### config.mk
export PLATFORM = sky130hd
export DESIGN_NAME = axis_avg2_decim
export DESIGN_NICKNAME = d
export VERILOG_FILES = /design/src/rtl/axis_avg2_decim_pkg.sv /design/src/rtl/axis_avg2_decim_add2.sv /design/src/rtl/axis_avg2_decim.sv
export SDC_FILE = /design/constraint.sdc
export NUM_CORES = 1
export LEC_CHECK = 0
export ABC_AREA = 1
export BUFFER_PORTS_ARGS = -buffer_cell sky130_fd_sc_hd__buf_4
export CAP_MARGIN = 20
export CORE_MARGIN = 1.5
export CORE_UTILIZATION = 50
export CTS_BUF_LIST = sky130_fd_sc_hd__clkbuf_4 sky130_fd_sc_hd__clkbuf_8 sky130_fd_sc_hd__clkbuf_16
export DETAILED_ROUTE_END_ITERATION = 12
export PLACE_DENSITY = 0.78
export SLEW_MARGIN = 20
export SYNTH_ARGS = -nofsm -noshare
export SYNTH_HDL_FRONTEND = slang
export SYNTH_SLANG_ARGS = --single-unit
### constraint.sdc
create_clock -name clk -period 6.2 [get_ports clk]
set_clock_uncertainty 0.1 [all_clocks]
set_input_delay 0.62 -clock clk [delete_from_list [all_inputs] [get_ports clk]]
set_output_delay 0.62 -clock clk [all_outputs]
set_load 0.01 [all_outputs]
### src/rtl/axis_avg2_decim_pkg.sv
// Shared definitions for the decimate-by-2 averaging stage: pairing state
// encoding and default rail widths.
package axis_avg2_decim_pkg;

  localparam int DEF_WIDTH   = 16;
  localparam int DEF_TDATA_W = 2 * DEF_WIDTH;

  // S_FIRST: no sample held; S_SECOND: first sample of a pair is held.
  typedef enum logic {
    S_FIRST  = 1'b0,
    S_SECOND = 1'b1
  } state_t;

endpackage

### src/rtl/axis_avg2_decim_add2.sv
// Exact average of two signed rails, truncated toward zero. The sum is kept
// at WIDTH+1 bits, so the result can never overflow.
module add2_and_round #(
  parameter int WIDTH = 16
) (
  input  logic [WIDTH-1:0] a_i,
  input  logic [WIDTH-1:0] b_i,
  output logic [WIDTH-1:0] avg_o
);

  logic [WIDTH:0] sum;

  assign sum = {a_i[WIDTH-1], a_i} + {b_i[WIDTH-1], b_i};

  // An arithmetic shift floors; bump negative odd sums back toward zero.
  assign avg_o = sum[WIDTH:1] + {{(WIDTH-1){1'b0}}, sum[WIDTH] & sum[0]};

endmodule

### src/rtl/axis_avg2_decim.sv
// Streaming decimate-by-2: pairs consecutive beats and emits their per-rail
// average, with bypass and odd-tail passthrough, through a one-deep output reg.
module axis_avg2_decim
  import axis_avg2_decim_pkg::*;
#(
  parameter int WIDTH = DEF_WIDTH
) (
  input  logic               clk,
  input  logic               reset,
  input  logic               clear,
  input  logic               bypass,
  input  logic [2*WIDTH-1:0] i_tdata,
  input  logic               i_tlast,
  input  logic               i_tvalid,
  output logic               i_tready,
  output logic [2*WIDTH-1:0] o_tdata,
  output logic               o_tlast,
  output logic               o_tvalid,
  input  logic               o_tready,
  output state_t             dbg_state
);

  state_t             state_q, state_d;
  logic [2*WIDTH-1:0] hold_q, hold_d;
  logic [2*WIDTH-1:0] data_q, data_d;
  logic               last_q, last_d;
  logic               valid_q, valid_d;
  logic               accept;
  logic               load;
  logic [WIDTH-1:0]   avg_i, avg_q;

  // Handshake: a beat moves on a rising edge where valid & ready are both 1.
  // Input ready depends only on the output register and o_tready, never on
  // input data, so a new beat can be loaded in the same cycle one is taken.
  assign i_tready  = ~valid_q | o_tready;
  assign accept    = i_tvalid & i_tready;
  assign o_tdata   = data_q;
  assign o_tlast   = last_q;
  assign o_tvalid  = valid_q;
  assign dbg_state = state_q;

  add2_and_round #(.WIDTH(WIDTH)) u_avg_i (
    .a_i   (hold_q[2*WIDTH-1:WIDTH]),
    .b_i   (i_tdata[2*WIDTH-1:WIDTH]),
    .avg_o (avg_i)
  );

  add2_and_round #(.WIDTH(WIDTH)) u_avg_q (
    .a_i   (hold_q[WIDTH-1:0]),
    .b_i   (i_tdata[WIDTH-1:0]),
    .avg_o (avg_q)
  );

  always_comb begin
    state_d = state_q;
    hold_d  = hold_q;
    data_d  = data_q;
    last_d  = last_q;
    load    = 1'b0;
    if (accept) begin
      if (state_q == S_FIRST) begin
        // Bypass and a lone tail beat both pass through unaveraged.
        if (bypass || i_tlast) begin
          load   = 1'b1;
          data_d = i_tdata;
          last_d = i_tlast;
        end else begin
          hold_d  = i_tdata;
          state_d = S_SECOND;
        end
      end else begin
        load    = 1'b1;
        data_d  = {avg_i, avg_q};
        last_d  = i_tlast;
        state_d = S_FIRST;
      end
    end
    if (load) begin
      valid_d = 1'b1;
    end else if (o_tready) begin
      valid_d = 1'b0;
    end else begin
      valid_d = valid_q;
    end
  end

  always_ff @(posedge clk) begin
    if (reset || clear) begin
      state_q <= S_FIRST;
      hold_q  <= '0;
      data_q  <= '0;
      last_q  <= 1'b0;
      valid_q <= 1'b0;
    end else begin
      state_q <= state_d;
      hold_q  <= hold_d;
      data_q  <= data_d;
      last_q  <= last_d;
      valid_q <= valid_d;
    end
  end

endmodule
After elaboration in Yosys (flattened, before gate mapping)
Index checks and enable logic that the tools add are counted.
- register bits after elaboration: 67
- output and inout port bits: 36
- logic and storage cells: 33
- mux-type cells: 11
- reductions and logical operators: 6
- $add $sub $neg: 4
- bitwise gates (word level): 7
- operators by type and width (operator ; count):
    32-bit two-way mux ; 2
    16-bit by 16-bit adder with 17-bit output ; 2
    16-bit by 1-bit adder with 16-bit output ; 2
    1-bit two-way mux ; 9
    2-bit nonzero test ; 2
    1-bit AND ; 3
    1-bit inverter ; 3
    3-bit AND reduction ; 1
    1-bit logical OR ; 2
    2-bit AND reduction ; 1
    1-bit OR ; 1

Logic depth before layout (Yosys ltp)
Gate-level depths: netlist (run 1).
- depth in word-level cells: 5
- gate-level depth with buffers: 28
- mapped depth without buffers: 28

Hierarchy
From an unflattened synthesis (run 1), not the netlist that was laid out.
- cells, all modules: 1127
- area total of the unflattened synthesis: 6357.3 um^2
- by module, submodules not included (module ; seq. area each (um^2) ; cells each ; area an instance (um^2) ; instances):
    axis_avg2_decim ; 1341.3 ; 534 ; 3271.9 ; 1
    add2_and_round at u_avg_q ; 0.0 ; 295 ; 1574.0 ; 1
    add2_and_round at u_avg_i ; 0.0 ; 298 ; 1511.4 ; 1

Worst setup path before layout (run 1)
OpenSTA, ideal clock, no wires.
- path type: input -> register
- from: input i_tdata[9]
- to: register data_q[15] (netlist: o_tdata[15])
- path buffers: 0
- data arrival time: 2915 ps
- data required time: 5988 ps
- stages on the path: 24
- setup slack: 3072 ps
- path through: ha_1 a21oi_1 nand2_1 a21oi_1 nand2_1 nand2_1 nand2_1 o21ai_0 inv_1 nor2_1 ha_1 inv_1 nor2_1 nand3_1 nor2_2 nand2_2 nor2_2 nand2_2 nor2_4 nand3_1 nand2_1 nand2_1 nand2_1 nand2_1
- longest elaborated chain between the ends: 4
- RTL lines (item ; RTL line ; source):
    from (decl) ; axis_avg2_decim.sv:12 ; input logic [2*WIDTH-1:0] i_tdata,
    16-bit by 16-bit adder with 17-bit output * ; axis_avg2_decim_add2.sv:13 ; assign sum = {a_i[WIDTH-1], a_i} + {b_i[WIDTH-1], b_i};
    1-bit AND ; axis_avg2_decim_add2.sv:16 ; assign avg_o = sum[WIDTH:1] + {{(WIDTH-1){1'b0}}, sum[WIDTH] & sum[0]};
    16-bit by 1-bit adder with 16-bit output * ; axis_avg2_decim_add2.sv:16 ;
    32-bit two-way mux * ; axis_avg2_decim.sv:61 ; if (state_q == S_FIRST) begin
    to (signal assigned) ; axis_avg2_decim.sv:97 ; data_q <= data_d;
    to (decl) ; axis_avg2_decim.sv:25 ; logic [2*WIDTH-1:0] data_q, data_d;
Every way passes the cells marked *; elsewhere a longest branch is shown, timed or not.
A chain may end at the register's enable or synchronous reset.

Worst setup path after layout (run 1)
- from: input i_tdata[9]
- to: register data_q[9] (netlist: o_tdata[9])
- longest elaborated chain between the ends: 4
- elaborated cells between the ends (all ways): 5
- RTL lines (item ; RTL line):
    16-bit by 16-bit adder with 17-bit output ; axis_avg2_decim_add2.sv:13
    1-bit AND ; axis_avg2_decim_add2.sv:16
    16-bit by 1-bit adder with 16-bit output ; axis_avg2_decim_add2.sv:16
    32-bit two-way mux * ; axis_avg2_decim.sv:61
Every way passes the cells marked *; elsewhere a longest branch is shown, timed or not. The select of a mux whose other input is x is not followed.

==> results of run 1 <==
-- report_power, final --
part | switching, W | total [W] | internal [W]
logic | 0.000155 | 0.000244 | 0.0000889
registers | 0.00000720 | 0.000450 | 0.000443
clock network | 0.000184 | 0.000402 | 0.000217
total | 0.000346 | 0.00110 | 0.000749
-- synth_stat cells, types with 2 or more instances --
master / number / area [µm²]
a21oi_1: 48 / 240
ha_1: 36 / 450
nand4_1: 9 / 56.3
o21ai_0: 59 / 295
clkbuf_1: 18 / 67.6
nor2_2: 10 / 62.6
nand2_1: 317 / 1190
dfxtp_1: 67 / 1340
buf_2: 3 / 15.0
fa_1: 2 / 40.0
and2_1: 4 / 25.0
nand3b_1: 3 / 22.5
nand3_2: 4 / 40.0
nand2_2: 19 / 119
inv_1: 136 / 510
nor2_1: 94 / 353
nand3_1: 63 / 315
nor3_1: 6 / 30.0
o21ai_1: 4 / 20.0
nor2_4: 4 / 45.0
o211ai_1: 5 / 37.5
inv_2: 6 / 22.5
mux2i_1: 2 / 20.0
xor2_1: 8 / 70.1
-- layout make-up --
cell class / instances / area share (%)
inverter: 142 / 8.40
tap: 136 / 2.68
multi-input combinational: 703 / 55.0
timing repair buffer: 80 / 9.46
sequential: 67 / 21.1
clock inverter: 4 / 0.749
clock buffer: 12 / 2.60
-- final timing paths --
check | from | endpoint | slack (ps) | cells past startpoint
worst min-delay path | o_tdata[10] | o_tdata[10] | 350 | 2
worst max register to register | hold_q[9] | o_tdata[9] | 2970 | 22
worst min register to register | o_tdata[10] | o_tdata[10] | 350 | 2
worst max-delay path | i_tdata[9] | o_tdata[9] | 2930 | 23
-- state kept, by name (all words and copies together), names as in the netlist --
| signal | count |
|---|---|
| o_tlast | 1 |
| dbg_state | 1 |
| o_tvalid | 1 |
| o_tdata | 32 |
| hold_q | 32 |
-- per-stage QoR --
stage | setup slack (ps) | hold slack, ps | std cells
after floorplan | 3070 | 359 | 933
after global placement | 2580 | 339 | 1128
after detailed placement | 2510 | 345 | 1128
after CTS | 2940 | 356 | 1144
after global routing | 2500 | 370 | 1144
final | 2930 | 353 | 1144
-- logic make-up (layout without fill, tap and decap cells) --
family          Yosys count  count (layout)  share of synthesized area, %
simple gates            535             535                          41.9
xor+xnor                  9               9                          1.45
flops                    67              67                          24.6
buf+inv                 163             238                          11.3
mux                       2               2                         0.368
compound gates          119             119                          11.3
fa+ha+maj                38              38                          9.01
-- worst min-delay path, cell delays in order, from the launching register on --
cell     delay, ps
dfxtp_1        310
nand2_1         60
nand2_1         40
-- layer usage --
metal	share of wire [%]	global-route usage, %	vias to the layer above	routed length, µm
li1	-	-	3061	-
met1	49	37.9	2563	7130
met2	41	39.4	183	6020
met3	7.5	4.96	21	1090
met5	0	0	-	0
met4	1.9	8.67	0	282
==> results.yml, run 1 <==
power_and_ir_drop:
  leakage_nw: 3.44
  irDropWorstVdd_v: 0.000146
  p_total_w: 0.00110
  cellPowerDensity_nw_per_um2: 173
critical_path:
  cp_max_fo: 6
  cp_common_cell: "nand2_1"
  criticalPathCategory: "input pin to flip-flop"
  critPathCaptureType: "flip-flop"
  worstPathCellList: "buf_4, ha_1, a21oi_1, nand2_1, a21oi_1, nand2_1, nand2_1, nand2_1, o21ai_0, inv_1, nor2_1, ha_1, inv_1, nor2_1, nand3_1, nor2_2, nand2_2, inv_1, nand2_1, nor2_2, nand2_1, a21oi_1, o21ai_0"
  critPathMaxStageDelay_ps: 360
  crit_buf_inv: 4
  critPathLaunchType: "input pin"
  critPathTopFamily: "simple AND/OR/NAND/NOR gates"
  cp_slowest_cell: "ha_1"
  arrival_ps: 3440
  cp.required_ps: 6370
clock_tree:
  ctsHoldBuffers: 0
  clkLatencyLatePin_ps: 380
  cts_setup_buffers: 0
  cts-root-buf: "clkbuf_8"
  cts_max_level: 3
  cts_tree: "done"
  cts_max_path_buffers: 2
  cts_made_buffers: 9
  clk_pin_slew_worst_paths_ps: 80
  cts_sinks: 67
  ctsResizeCount: 0
flow_run:
  drv_cap: 0
global_route:
  antenna_found_initial: 0
  grt_pass1_wl_mm: 24.2
  grt_overflow: 0
  grt_pass1_vias: 5180
  grt_usage_pct: 26.3
  grt_max_degree: 43
finish:
  layout_common_cells: "317 x nand2_1, 136 x inv_1, 92 x nor2_1"
  n_antenna_cell: 0
  drive_above_1_share_pct: 14.2
  fin_area_um2: 6350
  area_growth_pct: 16.6
  multi_input_area_um2: 3490
  fin_nets: 1080
  fin_util_pct: 60.7
  nFillCells: 1053
  layout_commonest_cell: "nand2_1"
  regArea_um2: 1340
place:
  dp_hpwl_mm: 11.0
  dpl_cell_area_um2: 6130
  portBuffers: 74
  finalWeightedCongestion: 0.922
detailed_routing:
  wl_per_cell_um: 12.7
  firstDrtPassIters: 5
  via_per_inst: 5.09
  drtIter0Drc: 305
  final_antenna_net_count: 0
  wl_mm: 14.5
  drc: 0
  dr_total_vias: 5828
timing:
  worstMarginPinSlew_ps: 901
  slew_violations: 0
  setup_tns_ps: 0
  finalCritPeriodShare_pct: 52.7
  min_period_ps: 3270
  setup_viol: 0
  final_hold_viol_count: 0
  max_slew_margin_pct: 39.9
  rsz0062_at_grt: "false"
  max_freq_ghz: 0.306
logic_synthesis:
  synth_fp_nets: 1010
  postSynthCellCount: 933
  ys_ff_latch: 67
  ys_types: 30
  synth_edf_count: 0
  async_flop_share_pct: 0
  syn_avg_cell_area_um2: 5.83
  yosysSeqAreaShare_pct: 24.6
  synth_ff_type: "dfxtp_1"
  ys.warnings.count: 0
  syn_area_um2: 5440
min_path:
  hold_class: "flip-flop to flip-flop"
floorplanning:
  pin_count: 75
  die_x_um: 107
  die_h_um: 107
  start_util_pct: 52.0
  num_rows: 37
  dieArea_um2: 11500
  core_um2: 10500
status:
  outcome: "complete, no violations"
Power figures use the tool's default switching activity.
==> run 2: changes to the inputs <==
--- a/config.mk
+++ b/config.mk
@@ -12,7 +12,7 @@
 export CORE_UTILIZATION = 50
 export CTS_BUF_LIST = sky130_fd_sc_hd__clkbuf_4 sky130_fd_sc_hd__clkbuf_8 sky130_fd_sc_hd__clkbuf_16
 export DETAILED_ROUTE_END_ITERATION = 12
-export PLACE_DENSITY = 0.78
+export PLACE_DENSITY = 0.81
 export SLEW_MARGIN = 20
 export SYNTH_ARGS = -nofsm -noshare
 export SYNTH_HDL_FRONTEND = slang
==> constraint.sdc (replaced) <==
create_clock -name clk -period 2.9 [get_ports clk]
set_clock_uncertainty 0.1 [all_clocks]
set_input_delay 0.29 -clock clk [delete_from_list [all_inputs] [get_ports clk]]
set_output_delay 0.29 -clock clk [all_outputs]
set_load 0.01 [all_outputs]
==> results.yml, run 2 (synthesis gave the netlist of run 1 again) <==
finish:
  n_antenna_cell: 0
  drive_above_1_share_pct: 31.4
  fin_nets: 1190
  layout_common_cells: "291 x nand2_1, 189 x buf_4, 124 x inv_1"
  layout_commonest_cell: "nand2_1"
  fin_cells: 1254
  area_growth_pct: 41.5
timing:
  worstMarginPinSlew_ps: 967
  setup_viol: 9
  final_hold_viol_count: 0
  rsz0062_at_grt: "true"
  max_freq_ghz: 0.323
  holdWs_ps: 101
  max_slew_margin_pct: 35.5
  finalCritPeriodShare_pct: 107
  min_period_ps: 3090
  slew_violations: 0
  setup_ws_ps: -192
global_route:
  grt_overflow: 0
  antenna_found_initial: 0
  grt_usage_pct: 29.5
  grt_pass1_vias: 6106
  grt_pass1_wl_mm: 27.4
  grt_max_degree: 43
power_and_ir_drop:
  power_frac_seq_pct: 39.7
  clkPwrFrac_pct: 31.1
  p_int_w: 0.00161
  switchingPower_w: 0.000824
  leakage_nw: 4.05
  switching_share_pct: 33.8
  cellPowerDensity_nw_per_um2: 316
  irDropWorstVdd_v: 0.000186
  power_frac_comb_pct: 29.2
floorplanning:
  start_util_pct: 52.0
  pin_count: 75
  die_x_um: 107
  die_h_um: 107
  core_um2: 10500
  num_rows: 37
  dieArea_um2: 11500
detailed_routing:
  drc: 0
  wl_per_cell_um: 14.4
  final_antenna_net_count: 0
  dr_total_vias: 6764
  wl_mm: 18.1
  via_per_inst: 5.39
  drtIter0Drc: 464
  firstDrtPassIters: 6
critical_path:
  critPathCaptureType: "flip-flop"
  critPathLaunchType: "flip-flop"
  cp_max_fo: 3
  criticalPathCategory: "flip-flop to flip-flop"
  arrival_ps: 3300
  cp.required_ps: 3110
flow_run:
  drv_cap: 0
min_path:
  hold_class: "input pin to flip-flop"
clock_tree:
  cts_tree: "done"
  cts_made_buffers: 9
  cts-root-buf: "clkbuf_8"
  clk_pin_slew_worst_paths_ps: 80
  cts_sinks: 67
  cts_max_path_buffers: 2
  clkLatencyLatePin_ps: 360
  cts_max_level: 3
status:
  violations: "setup timing"
  outcome: "finished, violations left"
place:
  dp_hpwl_mm: 11.5
  dp.cells: 1214
  finalWeightedCongestion: 0.913
  portBuffers: 74
==> run 2: changes by cell type in the layout (fill, tap and decap cells not counted), moves of 12 or more <==
cell,before,now
dfxtp_2,0,13
buf_4,80,189
ha_1,36,15
inv_2,6,18
ha_4,0,19
dfxtp_1,67,54
inv_1,136,124
nand2_2,19,38
nand2_1,317,291
==> run 2: layout make-up <==
type | count | area, µm²
multi-input combinational | 703 | 4020
fill | 777 | 2760
timing repair buffer | 190 | 1430
sequential | 67 | 1360
inverter | 142 | 533
tap | 136 | 170
clock buffer | 12 | 159
clock inverter | 4 | 25.0
==> run 2: worst paths after layout <==
path                            slack [ps]           to  depth (start not counted)         from
worst max-delay path                  -190  o_tdata[15]                         26    hold_q[6]
worst min-delay path                   100      o_tlast                          3      i_tlast
worst max register to register        -190  o_tdata[15]                         26    hold_q[6]
worst min register to register         350  o_tdata[29]                          2  o_tdata[29]
==> run 2: routing by layer <==
metal,share of wire (%),vias to the layer above,wire (µm),track usage [%]
li1,-,3279,-,-
met1,42,3051,7670,38.9
met2,46,374,8250,47.9
met3,9.1,60,1640,6.17
met4,2.9,0,528,9.71
met5,0,-,0,0
==> run 2: critical path, stage by stage (launching register included) <==
cell and delay [ps]:
dfxtp_1 330, ha_1 300, nand2_1 100, inv_2 50
nand2_1 110, nor3_2 80, nand2_4 80, nand2_2 50
nand2_1 60, nand2_1 50, o21ai_2 100, inv_2 70
buf_4 130, buf_4 120, buf_4 120, buf_4 120
buf_4 130, buf_4 120, buf_4 120, buf_4 120
buf_4 120, buf_4 120, nand2_1 60, nand2_1 60
nand2_1 60, nand2_1 60, nand2_1 70
==> run 2: through the flow <==
step / setup WS (ps) / utilization, % / setup TNS [ps] / cell area, µm² / power [W]
CTS: -4.80 / 70.2 / -4.80 / 7340 / 0.00236
global route: -339 / 73.6 / -3550 / 7700 / 0.00255
floorplan: 102 / - / 0 / 5440 / 0.00132
finish: -192 / 73.6 / -748 / 7700 / 0.00244
global placement: -336 / 64.8 / -4250 / 6780 / 0.00156
detailed placement: -432 / 64.8 / -6410 / 6780 / 0.00157
==> run 2: timing repair <==
item	in CTS	in global routing
pin swaps	35	52
endpoints found under the setup margin	27	26
hold buffers	0	0
buffers inserted	16	9
endpoints found under the hold margin	0	0
resized for setup	61	68
==> run 2: power by group through the flow <==
stage | sequential [W] | combinational (W) | clock (W)
6_report | 0.000967 | 0.000712 | 0.000757
5_1_grt | 0.000969 | 0.000776 | 0.000801
4_1_cts | 0.000964 | 0.000637 | 0.000763
3_5_place_dp | 0.000984 | 0.000585 | 0
3_3_place_gp | 0.000984 | 0.000577 | 0
2_1_floorplan | 0.000989 | 0.000335 | 0
